--- src/rtl/rng_share_array_seq_if.sv ---
// rng_share_array_seq_if: bundles the run control and result signals of rng_share_array_seq.
//   start     master->slave  begin a run; the slave honours it only when idle
//   enable    master->slave  advance permission while running (0 = stall)
//   mode      master->slave  0 = all buffers identical, 1 = per-buffer delayed
//   rngSeq    slave->master  TDIM*SDIM entries of RWID bits; entry i*SDIM+j comes from buffer i
//   rngValid  slave->master  rngSeq carries a new value this cycle
//   busy      slave->master  a run is in progress
//   done      slave->master  one-cycle pulse alongside the final valid value
interface rng_share_array_seq_if #(
    parameter int unsigned RWID = 10,
    parameter int unsigned TDIM = 1,
    parameter int unsigned SDIM = 2
);
    logic                                start;
    logic                                enable;
    logic                                mode;
    logic [TDIM*SDIM-1:0][RWID-1:0]      rngSeq;
    logic                                rngValid;
    logic                                busy;
    logic                                done;

    modport master (
        output start, enable, mode,
        input  rngSeq, rngValid, busy, done
    );

    modport slave (
        input  start, enable, mode,
        output rngSeq, rngValid, busy, done
    );
endinterface

--- src/rtl/rng_share_array_seq.sv ---
// rng_share_array_seq: one Sobol dimension-1 generator, S(k) = bitreverse(k ^ (k >> 1)),
// fanned out to TDIM registered buffers, each buffer shared by SDIM consumers. A start
// pulse in idle launches a run of exactly 2^RWID advances; enable = 0 stalls the run. In
// mode 1, buffer i sees the sequence delayed by i*DSTEP advances (zeros until it fills).
//   clk   rising-edge clock
//   rst   synchronous active-high reset, highest priority
//   bus   slave side of rng_share_array_seq_if (start/enable/mode in, rngSeq/rngValid/busy/done out)
module rng_share_array_seq #(
    parameter int unsigned RWID  = 10,
    parameter int unsigned BDIM  = 1,
    parameter int unsigned TDIM  = (BDIM < 1) ? 1 : BDIM,
    parameter int unsigned SDIM  = 2,
    parameter int unsigned DSTEP = 1
) (
    input logic                  clk,
    input logic                  rst,
    rng_share_array_seq_if.slave bus
);

    localparam int unsigned DLEN = (TDIM - 1) * DSTEP;

    localparam logic StIdle = 1'b0;
    localparam logic StRun  = 1'b1;

    logic                           state_q, state_d;
    logic [RWID-1:0]                k_q, k_d;
    logic                           mode_q, mode_d;
    logic [TDIM-1:0][RWID-1:0]      buf_q, buf_d;
    logic                           valid_q, valid_d;
    logic                           done_q, done_d;

    logic                           accept;
    logic                           advance;
    logic                           last;
    logic [RWID-1:0]                gray;
    logic [RWID-1:0]                s_k;
    logic [TDIM-1:0][RWID-1:0]      tap;

    assign accept  = (state_q == StIdle) && bus.start;
    assign advance = (state_q == StRun) && bus.enable;
    // Final index is all ones; compared directly so the run end never depends on wrap.
    assign last    = &k_q;

    // Generator value for the current index.
    always_comb begin
        gray = k_q ^ (k_q >> 1);
        s_k  = '0;
        for (int b = 0; b < int'(RWID); b++) begin
            s_k[b] = gray[int'(RWID) - 1 - b];
        end
    end

    assign tap[0] = s_k;

    generate
        if (TDIM > 1) begin : g_dly
            // dl_q[n] holds the generator value from n+1 advances ago.
            logic [RWID-1:0] dl_q [DLEN];

            always_ff @(posedge clk) begin
                if (rst || accept) begin
                    for (int n = 0; n < int'(DLEN); n++) begin
                        dl_q[n] <= '0;
                    end
                end else if (advance) begin
                    dl_q[0] <= s_k;
                    for (int n = 1; n < int'(DLEN); n++) begin
                        dl_q[n] <= dl_q[n-1];
                    end
                end
            end

            for (genvar i = 1; i < TDIM; i++) begin : g_tap
                assign tap[i] = mode_q ? dl_q[i*DSTEP-1] : s_k;
            end
        end
    endgenerate

    always_comb begin
        state_d = state_q;
        k_d     = k_q;
        mode_d  = mode_q;
        buf_d   = buf_q;
        valid_d = 1'b0;
        done_d  = 1'b0;
        case (state_q)
            StIdle: begin
                if (bus.start) begin
                    state_d = StRun;
                    k_d     = '0;
                    mode_d  = bus.mode;
                end
            end
            StRun: begin
                if (bus.enable) begin
                    buf_d   = tap;
                    valid_d = 1'b1;
                    k_d     = k_q + RWID'(1);
                    if (last) begin
                        done_d  = 1'b1;
                        state_d = StIdle;
                    end
                end
            end
            default: state_d = StIdle;
        endcase
    end

    always_ff @(posedge clk) begin
        if (rst) begin
            state_q <= StIdle;
            k_q     <= '0;
            mode_q  <= 1'b0;
            buf_q   <= '0;
            valid_q <= 1'b0;
            done_q  <= 1'b0;
        end else begin
            state_q <= state_d;
            k_q     <= k_d;
            mode_q  <= mode_d;
            buf_q   <= buf_d;
            valid_q <= valid_d;
            done_q  <= done_d;
        end
    end

    // Every consumer of a buffer is wired straight to that buffer register.
    generate
        for (genvar i = 0; i < TDIM; i++) begin : g_buf
            for (genvar j = 0; j < SDIM; j++) begin : g_share
                assign bus.rngSeq[i*SDIM+j] = buf_q[i];
            end
        end
    endgenerate

    assign bus.rngValid = valid_q;
    assign bus.busy     = (state_q == StRun);
    assign bus.done     = done_q;

endmodule

--- src/flat_wrapper.sv ---
// flat-port wrapper written by rule: the top's interface ports become plain ports
module rng_share_array_seq_flat 
#(
    parameter int unsigned RWID  = 10,
    parameter int unsigned BDIM  = 1,
    parameter int unsigned TDIM  = (BDIM < 1) ? 1 : BDIM,
    parameter int unsigned SDIM  = 2,
    parameter int unsigned DSTEP = 1
)
  (clk, rst, bus_start, bus_enable, bus_mode, bus_rngSeq, bus_rngValid, bus_busy, bus_done);
  rng_share_array_seq_if #(.RWID(RWID), .TDIM(TDIM), .SDIM(SDIM)) bus_i ();
  input logic clk;
  input logic rst;
  input wire logic [$bits(bus_i.start)-1:0] bus_start;
  input wire logic [$bits(bus_i.enable)-1:0] bus_enable;
  input wire logic [$bits(bus_i.mode)-1:0] bus_mode;
  output wire logic [$bits(bus_i.rngSeq)-1:0] bus_rngSeq;
  output wire logic [$bits(bus_i.rngValid)-1:0] bus_rngValid;
  output wire logic [$bits(bus_i.busy)-1:0] bus_busy;
  output wire logic [$bits(bus_i.done)-1:0] bus_done;
  assign bus_i.start = bus_start;
  assign bus_i.enable = bus_enable;
  assign bus_i.mode = bus_mode;
  assign bus_rngSeq = bus_i.rngSeq;
  assign bus_rngValid = bus_i.rngValid;
  assign bus_busy = bus_i.busy;
  assign bus_done = bus_i.done;
  rng_share_array_seq #(.RWID(RWID), .BDIM(BDIM), .TDIM(TDIM), .SDIM(SDIM), .DSTEP(DSTEP)) u_core (.clk(clk), .rst(rst), .bus(bus_i));
endmodule
--- config.mk ---
export PLATFORM = sky130hd
export DESIGN_NAME = rng_share_array_seq_flat
export DESIGN_NICKNAME = d
export VERILOG_FILES = /design/src/rtl/rng_share_array_seq_if.sv /design/src/rtl/rng_share_array_seq.sv /design/src/flat_wrapper.sv
export SDC_FILE = /design/constraint.sdc
export NUM_CORES = 1
export LEC_CHECK = 0
export ABC_AREA = 1
export CAP_MARGIN = 25
export CORE_ASPECT_RATIO = 0.9
export CORE_MARGIN = 2
export CORE_UTILIZATION = 47
export DETAILED_ROUTE_END_ITERATION = 6
export PLACE_DENSITY = 0.77
export SLEW_MARGIN = 30
export SYNTH_ARGS = -nofsm -noshare
export SYNTH_HDL_FRONTEND = slang
export SYNTH_SLANG_ARGS = --single-unit
--- constraint.sdc ---
create_clock -name clk -period 1.28 [get_ports clk]
set_input_delay 0.256 -clock clk [delete_from_list [all_inputs] [get_ports clk]]
set_output_delay 0.256 -clock clk [all_outputs]
set_load 0.05 [all_outputs]
# Word level (Yosys, flattened, before mapping)
# Index checks and enable logic that the tools add are counted.
dict set report op_classes {
  add_sub_neg 1
  n_eq_ne 2
  muxes 9
  n_bitwise 3
  n_reduce_logical 5
}
# operator count
set op_table {}
lappend op_table {{10-bit 2-to-1 mux} 2}
lappend op_table {{10-bit case mux with 2 select lines} 1}
lappend op_table {{10-bit by 1-bit adder with 10-bit output, second input constant} 1}
lappend op_table {{10-bit AND reduction} 1}
lappend op_table {{10-bit by 9-bit XOR with 10-bit output} 1}
lappend op_table {{1-bit 2-to-1 mux} 5}
lappend op_table {{2-bit inequality test, second input constant} 2}
lappend op_table {{2-bit AND reduction} 2}
lappend op_table {{3-bit OR reduction} 1}
lappend op_table {{1-bit NOT} 2}
lappend op_table {{1-bit case mux with 2 select lines} 1}
lappend op_table {{2-bit OR reduction} 1}
dict set report word_totals {
  register_bits 23
  input_bits 5
  out_inout_bits 23
  word_cells 25
}

# Depth between registers and ports, before layout
# Gate-level depths: netlist (run 1).
dict set report logic_depth {
  word_depth 4
  mapped_depth 7
  ltp_nobuf 7
}

# Worst setup path after synthesis (run 1)
# OpenSTA, ideal clock, no wires.
dict set report synth_timing {
  kind {flip-flop to flip-flop}
  from {register u_core.state_q (netlist: u_core.bus.busy)}
  to {register u_core.state_q (netlist: u_core.bus.busy)}
  setup_time_ps 117
  arrival_time_ps 1257
  required_ps 1163
  slack_ps -94
  stages_incl_launch_ff 7
  path_buffers 1
  synth_period_minus_slack_ps 1374
  cell_sequence {dfxtp_1 -> nand2_2 -> inv_2 -> buf_6 -> nand3_2 -> o211ai_1 -> inv_1}
}
dict set report synth_between {
  elab_chain_len 2
}
# element line
set synth_rtl {}
lappend synth_rtl {{start, declared} rng_share_array_seq.sv:25} ;# logic state_q, state_d;
lappend synth_rtl {{start signal, assigned} rng_share_array_seq.sv:111} ;# state_q <= StIdle;
lappend synth_rtl {{start signal, assigned} rng_share_array_seq.sv:118} ;# state_q <= state_d;
lappend synth_rtl {{1-bit NOT} rng_share_array_seq.sv:86} ;# case (state_q)
lappend synth_rtl {{1-bit case mux with 2 select lines (*)} rng_share_array_seq.sv:86}
# Mark *: on every way between the ends. The rest lies on a longest branch, timed or not.
# A chain may end at the register's enable or synchronous reset.

# Worst setup path after layout (run 1)
dict set report layout_timing {
  from {register u_core.buf_q[0] (netlist bit)}
  to {output port bus_rngSeq[0]}
}
# element line
set layout_rtl {}
lappend layout_rtl {{start, declared} rng_share_array_seq.sv:28} ;# logic [TDIM-1:0][RWID-1:0] buf_q, buf_d;
lappend layout_rtl {{start signal, assigned} rng_share_array_seq.sv:121} ;# buf_q <= buf_d;
lappend layout_rtl {{end, declared} flat_wrapper.sv:17} ;# output wire logic [$bits(bus_i.rngSeq)-1:0] bus_rngSeq;
# No word-level cell between the ends.

==> results_dict.tcl, run 1 <==
set metrics [dict create \
    root_buffer "clkbuf_4" \
    critPathKind "register to primary output" \
    gr-usage-all-layers 0.182 \
    maxSlewHeadroom 0.824 \
    path_cells "buf_12" \
    post-dp-hpwl_mm 1.88 \
    synth_cell_type_count 22 \
    drc_errors 0 \
    ys_warn_count 0 \
    dieWidth_um 55.4 \
    cts_tree "done" \
    gp_routability_congestion 0.806 \
    syn-instance-count 143 \
    grt_antenna_before_repair 0 \
    p_per_area_mw_per_mm2 901 \
    core_mm2 0.00222 \
    synth.avg_cell_area_um2 7.80 \
    initial_core_util 0.502 \
    diodes 0 \
    fill_cells 152 \
    async_flop_share 0 \
    final_cells 197 \
    outcome "complete, no violations" \
    crit_path_top_delay_cell "dfxtp_1" \
    yosysTopAreaCell "dfxtp_1" \
    nets 185 \
    ant_nets 0 \
    areaGrowthSynthToFinish_pct 50.0 \
    cp-end-kind "primary output" \
    place.port_buffers 26 \
    die_area_mm2 0.00278 \
    netlist_area_mm2 0.00112 \
    irDropWorstVdd_mv 0.892 \
    cellLeakagePower_nw 0.730 \
    cp.buffers_inverters 1 \
    layout-drive-gt1-share 0.306 \
    cts_buffers 3 \
    hold_buffers 0 \
    final-setup-viol-count 0 \
    syn_nets 157 \
    wirelength_mm 2.40 \
    max_stage_delay_ps 470 \
    synth.most_common_cell "nor2_1" \
    grt_max_degree 16 \
    hold_path.class "register to register" \
    grt_pass1_vias 977 \
    clock.fmax_mhz 826 \
    finalHoldViolCount 0 \
    synth_edf_count 0 \
    ys.flop_type "dfxtp_1" \
    drv_slew 0 \
    overflow 0 \
    cap_viol_max_count 0 \
    critical-path-top-delay-family "flip-flops" \
    cts_sinks 23 \
    cts_buffer_depth 2 \
    min_period_over_period 0.946 \
    synthTopCellsByArea "dfxtp_1 41%, ha_1 10%, nor2_1 8.4%" \
    grt_first_pass_wirelength_mm 4.08 \
    worst-endpoint-required_ps 1020 \
    totalPowerFinal_mw 1.51 \
    vias 1002 \
    num_rows 16 \
    synth_top_cells_by_count "25 x nor2_1, 23 x dfxtp_1, 23 x nand2_1, 12 x buf_4" \
    dp.cells 193 \
    whs_ps 508 \
    clk_latency_ps 310 \
    netlist.area_leader.share 0.413 \
    vias_per_cell 5.09 \
    tightest_slew_ps 264 \
    clkTransAtPathRegs_ps 120 \
    startpoint_type "register" \
    dr.first_iter.drc_count 23 \
    fin_skew_ps 7.56 \
    htreeDepth 1 \
    routedWlPerCell_um 12.2 \
    first_pass_iters 4 \
    cp_max_fo 3 \
    ioPinCount 28 \
    period_minus_slack_ps 1210 \
    fp.dieH_um 50.2 \
    synth_seq_cells 23 \
    yosysSeqAreaShare 0.413 \
    arrival_ps 950 \
]
sequential cells by signal, summed over array words and instances (netlist names):
name / count
u_core.k_q: 10
u_core.bus.rngValid: 1
u_core.bus.done: 1
u_core.bus.busy: 1
u_core.buf_q: 10
path summary, 6_finish.rpt:
path                                     start                    endpoint  slack, ps  cells after the start
setup / recovery  u_core.buf_q[0]$_SDFFE_PP0N_               bus_rngSeq[0]         70                      1
hold / removal      u_core.k_q[2]$_SDFFE_PP0P_  u_core.k_q[2]$_SDFFE_PP0P_        510                      2
setup reg to reg    u_core.k_q[2]$_SDFFE_PP0P_  u_core.k_q[6]$_SDFFE_PP0P_         90                      7
hold reg to reg     u_core.k_q[2]$_SDFFE_PP0P_  u_core.k_q[2]$_SDFFE_PP0P_        510                      2
per-layer routing:
layer / track usage / share of wire
met1: 0.207 / 0.40
met2: 0.323 / 0.50
met3: 0.0361 / 0.072
met4: 0.0935 / 0.025
met5: 0 / 0
cells by family after synthesis:
family                     count (synthesis)  synth area share
DFF                                       23             0.413
adders and majority gates                  9             0.101
buffers and inverters                     26             0.136
AOI/OAI and AO/OA                         22             0.103
and+or+nand+nor                           63             0.248
stage by stage:
stage / utilization / worst slack, ps / setup TNS [ps] / instance area, um^2
final: 0.753 / 69.5 / 0 / 1670
after global routing: 0.753 / -53.4 / -69.4 / 1670
after CTS: 0.741 / 6.95 / 0 / 1650
after detailed placement: 0.728 / -186 / -2990 / 1620
after global placement: 0.728 / -109 / -1540 / 1620
after floorplan: - / 110 / 0 / 1120
placed cells by master, fill, tap and decap left out, types with 2 or more instances in the layout:
| cell | n |
|---|---|
| nor2_1 | 23 |
| a21oi_1 | 9 |
| buf_12 | 23 |
| ha_1 | 8 |
| inv_1 | 11 |
| o21ai_0 | 11 |
| buf_4 | 11 |
| nand3_1 | 6 |
| clkdlybuf4s50_1 | 3 |
| nor2_2 | 2 |
| dfxtp_2 | 7 |
| dfxtp_1 | 16 |
| clkbuf_4 | 3 |
| nand2_1 | 23 |
| nand4_1 | 2 |
final cells by class:
class                   instances  area [um^2]  area share
flip-flops and latches         23          469       0.280
inverters                      12         45.0      0.0269
repair buffers                 37          573       0.342
multi-input cells              94          527       0.315
well taps                      27         33.8      0.0202
clock buffers                   4         26.3      0.0157
power by group:
group | switching [mW] | leakage [nW] | internal (mW)
Sequential | 0.0384 | 0.190 | 0.740
Clock | 0.205 | 0.0150 | 0.122
Combinational | 0.215 | 0.525 | 0.188
what timing repair did:
action                                  in CTS  in global routing
resized for setup                            1                 10
endpoints found under the hold margin        0                  0
buffers inserted                             0                  0
endpoints found under the setup margin       1                  5
gates cloned                                 0                  0
(Power assumes the default switching activity.)
==> run 2, diff against run 1 <==
- CAP_MARGIN: 25 -> default
==> results of run 2 <==
No change in the layout: final DEF, timing and power equal those of run 1.
